`src/rtl/cp0_exception_unit_if.sv`:
```
// CP0 access, exception request and PC hand-off signals between the core datapath and CP0.
// The datapath drives the master side; the CP0 exception unit uses the slave side.
interface cp0_exception_unit_if;
    logic [31:0] PresentPC;
    logic        CP0Write;
    logic [4:0]  CP0Addr;
    logic [31:0] CP0WData;
    logic [31:0] CP0RData;
    logic        IsEret;
    logic        IsSyscall;
    logic [5:0]  HwInt;
    logic        HasExp;
    logic [31:0] EPC;

    modport master (
        output PresentPC, CP0Write, CP0Addr, CP0WData, IsEret, IsSyscall, HwInt,
        input  CP0RData, HasExp, EPC
    );

    modport slave (
        input  PresentPC, CP0Write, CP0Addr, CP0WData, IsEret, IsSyscall, HwInt,
        output CP0RData, HasExp, EPC
    );
endinterface

```
`src/rtl/cp0_exception_unit.sv`:
```
// CP0 register file (SR, Cause, EPC, PRId) and exception controller; HasExp/CP0RData are
// combinational, all state updates on the rising clk edge; HwInt passes a SYNC_STAGES flop chain.
module cp0_exception_unit #(
    parameter logic [31:0] PRID_VALUE  = 32'h0001_8000,
    parameter int unsigned SYNC_STAGES = 2
) (
    input  logic                  clk,
    input  logic                  rst_n,
    cp0_exception_unit_if.slave   cp0
);

    localparam logic [4:0] ADDR_SR    = 5'd12;
    localparam logic [4:0] ADDR_CAUSE = 5'd13;
    localparam logic [4:0] ADDR_EPC   = 5'd14;
    localparam logic [4:0] ADDR_PRID  = 5'd15;
    localparam logic [4:0] EXC_INT    = 5'd0;
    localparam logic [4:0] EXC_SYS    = 5'd8;

    logic [SYNC_STAGES-1:0][5:0] sync_q;
    logic [5:0]  ip;

    logic [5:0]  im_q,      im_d;
    logic        exl_q,     exl_d;
    logic        ie_q,      ie_d;
    logic [4:0]  exccode_q, exccode_d;
    logic [31:0] epc_q,     epc_d;

    logic int_req, sys_req, has_exp, wr_sr, wr_epc;

    // Stage 0 samples the raw asynchronous level; the last stage is Cause.IP.
    always_ff @(posedge clk or negedge rst_n) begin
        if (!rst_n) begin
            sync_q <= '0;
        end else begin
            sync_q <= {sync_q[SYNC_STAGES-2:0], cp0.HwInt};
        end
    end

    assign ip      = sync_q[SYNC_STAGES-1];
    assign int_req = ie_q & ~exl_q & (|(ip & im_q));
    assign sys_req = cp0.IsSyscall & ~exl_q;
    assign has_exp = int_req | sys_req;
    assign wr_sr   = cp0.CP0Write && (cp0.CP0Addr == ADDR_SR);
    assign wr_epc  = cp0.CP0Write && (cp0.CP0Addr == ADDR_EPC);

    always_comb begin
        im_d      = im_q;
        exl_d     = exl_q;
        ie_d      = ie_q;
        exccode_d = exccode_q;
        epc_d     = epc_q;
        if (has_exp) begin
            // Entry squashes any eret or mtc0 issued by the same instruction slot.
            epc_d     = cp0.PresentPC;
            exl_d     = 1'b1;
            exccode_d = int_req ? EXC_INT : EXC_SYS;
        end else begin
            if (wr_epc) begin
                epc_d = cp0.CP0WData;
            end
            if (wr_sr) begin
                im_d  = cp0.CP0WData[15:10];
                exl_d = cp0.CP0WData[1] & ~cp0.IsEret;
                ie_d  = cp0.CP0WData[0];
            end else if (cp0.IsEret) begin
                exl_d = 1'b0;
            end
        end
    end

    always_ff @(posedge clk or negedge rst_n) begin
        if (!rst_n) begin
            im_q      <= '0;
            exl_q     <= 1'b0;
            ie_q      <= 1'b0;
            exccode_q <= '0;
            epc_q     <= '0;
        end else begin
            im_q      <= im_d;
            exl_q     <= exl_d;
            ie_q      <= ie_d;
            exccode_q <= exccode_d;
            epc_q     <= epc_d;
        end
    end

    always_comb begin
        case (cp0.CP0Addr)
            ADDR_SR:    cp0.CP0RData = {16'b0, im_q, 8'b0, exl_q, ie_q};
            ADDR_CAUSE: cp0.CP0RData = {16'b0, ip, 3'b0, exccode_q, 2'b0};
            ADDR_EPC:   cp0.CP0RData = epc_q;
            ADDR_PRID:  cp0.CP0RData = PRID_VALUE;
            default:    cp0.CP0RData = 32'b0;
        endcase
    end

    assign cp0.HasExp = has_exp;
    assign cp0.EPC    = epc_q;

endmodule
```
`src/flat_wrapper.sv`:
```
// flat-port wrapper written by rule: the top's interface ports become plain ports
module cp0_exception_unit_flat 
#(
    parameter logic [31:0] PRID_VALUE  = 32'h0001_8000,
    parameter int unsigned SYNC_STAGES = 2
)
  (clk, rst_n, cp0_PresentPC, cp0_CP0Write, cp0_CP0Addr, cp0_CP0WData, cp0_IsEret, cp0_IsSyscall, cp0_HwInt, cp0_CP0RData, cp0_HasExp, cp0_EPC);
  cp0_exception_unit_if cp0_i ();
  input  logic clk;
  input  logic rst_n;
  input wire logic [$bits(cp0_i.PresentPC)-1:0] cp0_PresentPC;
  input wire logic [$bits(cp0_i.CP0Write)-1:0] cp0_CP0Write;
  input wire logic [$bits(cp0_i.CP0Addr)-1:0] cp0_CP0Addr;
  input wire logic [$bits(cp0_i.CP0WData)-1:0] cp0_CP0WData;
  input wire logic [$bits(cp0_i.IsEret)-1:0] cp0_IsEret;
  input wire logic [$bits(cp0_i.IsSyscall)-1:0] cp0_IsSyscall;
  input wire logic [$bits(cp0_i.HwInt)-1:0] cp0_HwInt;
  output wire logic [$bits(cp0_i.CP0RData)-1:0] cp0_CP0RData;
  output wire logic [$bits(cp0_i.HasExp)-1:0] cp0_HasExp;
  output wire logic [$bits(cp0_i.EPC)-1:0] cp0_EPC;
  assign cp0_i.PresentPC = cp0_PresentPC;
  assign cp0_i.CP0Write = cp0_CP0Write;
  assign cp0_i.CP0Addr = cp0_CP0Addr;
  assign cp0_i.CP0WData = cp0_CP0WData;
  assign cp0_i.IsEret = cp0_IsEret;
  assign cp0_i.IsSyscall = cp0_IsSyscall;
  assign cp0_i.HwInt = cp0_HwInt;
  assign cp0_CP0RData = cp0_i.CP0RData;
  assign cp0_HasExp = cp0_i.HasExp;
  assign cp0_EPC = cp0_i.EPC;
  cp0_exception_unit #(.PRID_VALUE(PRID_VALUE), .SYNC_STAGES(SYNC_STAGES)) u_core (.clk(clk), .rst_n(rst_n), .cp0(cp0_i));
endmodule
```
`config.mk`:
```
export PLATFORM = sky130hd
export DESIGN_NAME = cp0_exception_unit_flat
export DESIGN_NICKNAME = d
export VERILOG_FILES = /design/src/rtl/cp0_exception_unit_if.sv /design/src/rtl/cp0_exception_unit.sv /design/src/flat_wrapper.sv
export SDC_FILE = /design/constraint.sdc
export NUM_CORES = 1
export LEC_CHECK = 0
export CAP_MARGIN = 20
export CORE_UTILIZATION = 39
export DETAILED_ROUTE_END_ITERATION = 7
export PLACE_DENSITY = 0.91
export SYNTH_ARGS = -nofsm -noshare
export SYNTH_HDL_FRONTEND = slang
export SYNTH_SLANG_ARGS = --single-unit
```
`constraint.sdc`:
```
create_clock -name clk -period 2.1 [get_ports clk]
set_input_delay 0.315 -clock clk [delete_from_list [all_inputs] [get_ports clk]]
set_output_delay 0.315 -clock clk [all_outputs]
set_load 0.01 [all_outputs]
```
=== After elaboration in Yosys (flattened, before gate mapping) ===
Cells that the tools add are included.

* Register bits after elaboration: 57
* Input bits: 80
* Output and inout port bits: 65

* Eq/ne operators: 4
* Mux-type cells: 7
* Bitwise logic cells: 9
* Reduce and logical (&&, ||, !) cells: 6

{| class="wikitable"
|+ Operator list
! operator !! number
|-
| $pmux 32 s4 || 1
|-
| $mux 32 || 2
|-
| $eq 5x4->1 const B || 4
|-
| $and 6x6->6 || 1
|-
| $reduce_or 6->1 || 1
|-
| $and 1x1->1 || 4
|-
| $mux 4 || 1
|-
| $mux 1 || 3
|-
| $not 1->1 || 3
|-
| $reduce_bool 3->1 || 1
|-
| $logic_and 1x1->1 || 2
|-
| $reduce_and 2->1 || 1
|-
| $reduce_bool 2->1 || 1
|-
| $or 1x1->1 || 1
|}

=== Longest topological paths before layout ===
* Word-level depth: 6
* Gate-level depth with buffers: 6
* Gate-level depth less buffers: 4

=== Least setup slack after synthesis ===
No wires, ideal clock.

* Path kind: register to register
* Start point: register u_core.im_q[4]
* End point: register u_core.im_q[0]
* Library setup time: 0.125 ns
* Arrival time: 1.418 ns
* Setup slack: 0.557 ns
* Stages on the path, launching flop included: 5
* Buffers on the path: 0
* Period minus slack after synthesis: 1.543 ns
* Cells stage by stage: dfrtp_1 a221oi_2 a31oi_2 nor2_4 mux2_2

* Cells in the longest elaborated chain, start to end: 6

{| class="wikitable"
|+ Ends and longest elaborated chain
! what !! RTL line !! RTL
|-
| from (decl) || cp0_exception_unit.sv:22 || <nowiki>logic [5:0] im_q, im_d;</nowiki>
|-
| from (signal assigned) || cp0_exception_unit.sv:79 || <nowiki>im_q <= im_d;</nowiki>
|-
| $and 6x6->6 || cp0_exception_unit.sv:40 || <nowiki>assign int_req = ie_q & ~exl_q & (|(ip & im_q));</nowiki>
|-
| $reduce_or 6->1 || cp0_exception_unit.sv:40 ||
|-
| $and 1x1->1 || cp0_exception_unit.sv:40 ||
|-
| $or 1x1->1 || cp0_exception_unit.sv:42 || <nowiki>assign has_exp = int_req | sys_req;</nowiki>
|-
| $not 1->1 (no source line) || n/a ||
|-
| $reduce_and 2->1 (no source line) || n/a ||
|}

No other way between the ends.
A chain may end at the register's enable or synchronous reset.

=== Worst setup path in the final report ===
* Start point: input port cp0_CP0Addr[4]
* End point: output port cp0_CP0RData[5]

* Cells in the longest elaborated chain, start to end: 2
* Elaborated cells between the ends (all ways): 5

{| class="wikitable"
|+ Ends and longest elaborated chain
! what !! RTL line !! RTL
|-
| from (decl) || flat_wrapper.sv:13 || <nowiki>input wire logic [$bits(cp0_i.CP0Addr)-1:0] cp0_CP0Addr;</nowiki>
|-
| $eq 5x4->1 || cp0_exception_unit.sv:88 || <nowiki>case (cp0.CP0Addr)</nowiki>
|-
| $pmux 32 s4 (*) || cp0_exception_unit.sv:88 ||
|-
| to (decl) || flat_wrapper.sv:18 || <nowiki>output wire logic [$bits(cp0_i.CP0RData)-1:0] cp0_CP0RData;</nowiki>
|}

Every way passes the cells marked *; elsewhere a longest branch is shown, timed or not.

==> results.yml <==
floorplan:
  dieArea_mm2: 0.007013
  coreArea_mm2: 0.006386
  start_util_pct: 40.81
  chipHeight_um: 83.75
  io_pins: 145
  rows: 29
  die_w_um: 83.75
sta:
  slew_headroom_pct: 61.49
  timing.final.ws_setup_ns: 0.04686
  finalCritPeriodShare_pct: 97.77
  final-setup-viol-count: 0
  finalHoldViolCount: 3
  final-max-slew-violation-count: 0
  worst_slew_pin_slew_ns: 0.5776
  max_freq_mhz: 487.1
  period_needed_ns: 2.053
  clock_skew_ns: 0.007412
  rsz0062_at_grt: "true"
  holdWs_ns: -0.0005617
clocking:
  cts_tree: "done"
  worstSkewPairLatency_ns: 0.30
  clk_pin_slew_ns: 0.10
  cts.sinks: 53
  cts_buffers: 5
  cts_buffer_depth: 2
  cts_root_buffer: "clkbuf_8"
  h-tree-depth: 2
logic_synthesis:
  synth_area_leaders: "dfrtp_1 51%, mux2i_1 13%, o21ai_1 5.8%"
  synth_nets: 326
  synthTopCellsByCount: "53 x dfrtp_1, 35 x mux2i_1, 32 x nand2_1"
  syn_avg_cell_area_um2: 10.59
  synth_area_mm2: 0.002606
  synthFlopType: "dfrtp_1"
  async_flop_share_pct: 100.0
  synth.distinct_cells: 31
  yosysSeqAreaShare_pct: 50.89
  synth-edff-count: 0
  ys_ff_latch: 53
  yosysTopAreaCell: "dfrtp_1"
  synth_most_common_cell: "dfrtp_1"
  synthDominantCellAreaShare_pct: 50.89
  syn_inst: 246
  yosysWarnings: 0
finish:
  final_util_pct: 67.12
  area_growth_pct: 64.47
  n_antenna_cell: 0
  drive_gt1_share_pct: 14.18
  final_nets: 474
power:
  irDropWorstVdd_mv: 0.4730
  pwr-share-clk_pct: 17.2
  swShare_pct: 32.45
  fin_total_pwr_mw: 3.347
  power.leakage_nw: 1.906
  seqPwrFrac_pct: 45.2
  combPwrFrac_pct: 37.6
  p_int_mw: 2.261
  p_sw_mw: 1.086
  powerDensity_mw_per_mm2: 780.8
drt:
  drt_iter0_markers: 92
  num_vias: 2457
  wl_per_cell_um: 16.45
  route.detailed.drc: 0
  ant_nets: 0
  firstDrtPassIters: 4
  routed_wl_mm: 7.763
  vias_per_cell: 5.206
placed_design:
  gp_congestion: 0.8235
  dp_slack_ns: -0.2911
  io_buffers: 144
  dp_hpwl_mm: 5.838
status:
  outcome: "finished, violations left"
  failed_checks: "negative hold slack"
setup_path:
  r2r_cells: 5
  worstPathRequired_ns: 1.78
  critPathMaxFanout: 22
  cp-start-kind: "input pin"
  cp-end-kind: "primary output"
  worst_ep_arrival_time_ns: 1.74
  path_class: "input pin to primary output"
global_routing:
  antenna_found_initial: 0
  first_global_vias: 2522
  grt_max_degree: 34
  track_usage_pct: 22.49
  grt_pass1_wl_mm: 12.63
  grt_overflow: 0
hold_path:
  min_path_type: "input pin to asynchronous set/reset pin"
flow_run:
  maxCapViolCount: 0
==> worst max-delay path, cell delays in order <==
cell	delay, ns
clkdlybuf4s50_1	0.47
and4bb_2	0.29
buf_12	0.17
a32o_1	0.27
clkdlybuf4s15_1	0.22
==> layer usage <==
| layer | track usage, % | vias to the layer above | share of wire (%) |
|---|---|---|---|
| li1 | - | 1175 | - |
| met1 | 27.99 | 1192 | 41 |
| met2 | 39.76 | 79 | 52 |
| met3 | 5.045 | 11 | 5.3 |
| met4 | 5.085 | 0 | 1.4 |
| met5 | 0 | - | 0 |
==> worst paths after layout <==
check | from | to | slack [ns]
min | rst_n | u_core.ie_q | -0.0006
max | cp0_CP0Addr[4] | cp0_CP0RData[5] | 0.05
max in group asynchronous | rst_n | u_core.cp0.EPC[19] | 1.55
max reg2reg | u_core.im_q[4] | u_core.im_q[0] | 0.23
min reg2reg | u_core.sync_q[2] | u_core.ip[2] | 0.36
min in group clk | u_core.sync_q[2] | u_core.ip[2] | 0.36
==> state kept, by name (all words and copies together) (netlist names) <==
name              cells
u_core.cp0.EPC       32
u_core.im_q           6
u_core.ip             6
u_core.sync_q         6
u_core.exccode_q      1
u_core.exl_q          1
u_core.ie_q           1
==> layout make-up <==
cell class / count / area (µm²)
Clock buffer: 5 / 68.82
Tap cell: 77 / 96.34
Sequential cell: 53 / 1326
Timing Repair Buffer: 161 / 1555
Clock inverter: 3 / 21.27
Fill cell: 509 / 2100
Multi-Input combinational cell: 171 / 1211
Inverter: 2 / 7.507
==> cells in the final DEF, fill, tap and decap left out, types with 5 or more instances in the layout <==
master,instances
clkbuf_8,5
mux2_2,6
mux2i_1,35
buf_4,12
dfrtp_1,53
dlygate4sd2_1,11
nand2_1,32
buf_2,6
clkbuf_2,7
clkdlybuf4s50_1,110
o21ai_1,31
nor2_1,8
a21oi_1,7
clkdlybuf4s15_1,7
and3_1,22
==> through the flow <==
| step | instance area, µm² | setup TNS, ns | instances |
|---|---|---|---|
| 3_5_place_dp | 4169 | -7.195 | 461 |
| 3_3_place_gp | 4169 | -6.092 | 461 |
| 5_1_grt | 4287 | -0.008592 | 472 |
| 4_1_cts | 4264 | -0.5310 | 469 |
| 6_report | 4287 | 0 | 472 |
| 2_1_floorplan | 2606 | 0 | 246 |
==> cells by family (layout without fill, tap and decap cells) <==
| family | after synthesis | count (layout) | share of synthesized area [%] |
|---|---|---|---|
| mux | 41 | 41 | 16.03 |
| simple gates | 72 | 72 | 13.92 |
| buf+inv | 22 | 171 | 5.473 |
| compound gates | 58 | 58 | 13.68 |
| flops | 53 | 53 | 50.89 |
==> repair_timing <==
action	4_1_cts	5_1_grt
buffers inserted	0	3
hold buffers	0	0
pin swaps	0	3
gates resized for setup	56	25
setup endpoints to repair	33	10
==> power groups by stage <==
stage	combinational [mW]	sequential, mW	clock [mW]
3_5_place_dp	1.27	1.52	0
3_3_place_gp	1.23	1.50	0
5_1_grt	1.36	1.55	0.644
4_1_cts	1.27	1.51	0.595
6_report	1.26	1.51	0.574
2_1_floorplan	0.408	1.57	0
No activity file was read; power rests on OpenSTA's default activity.
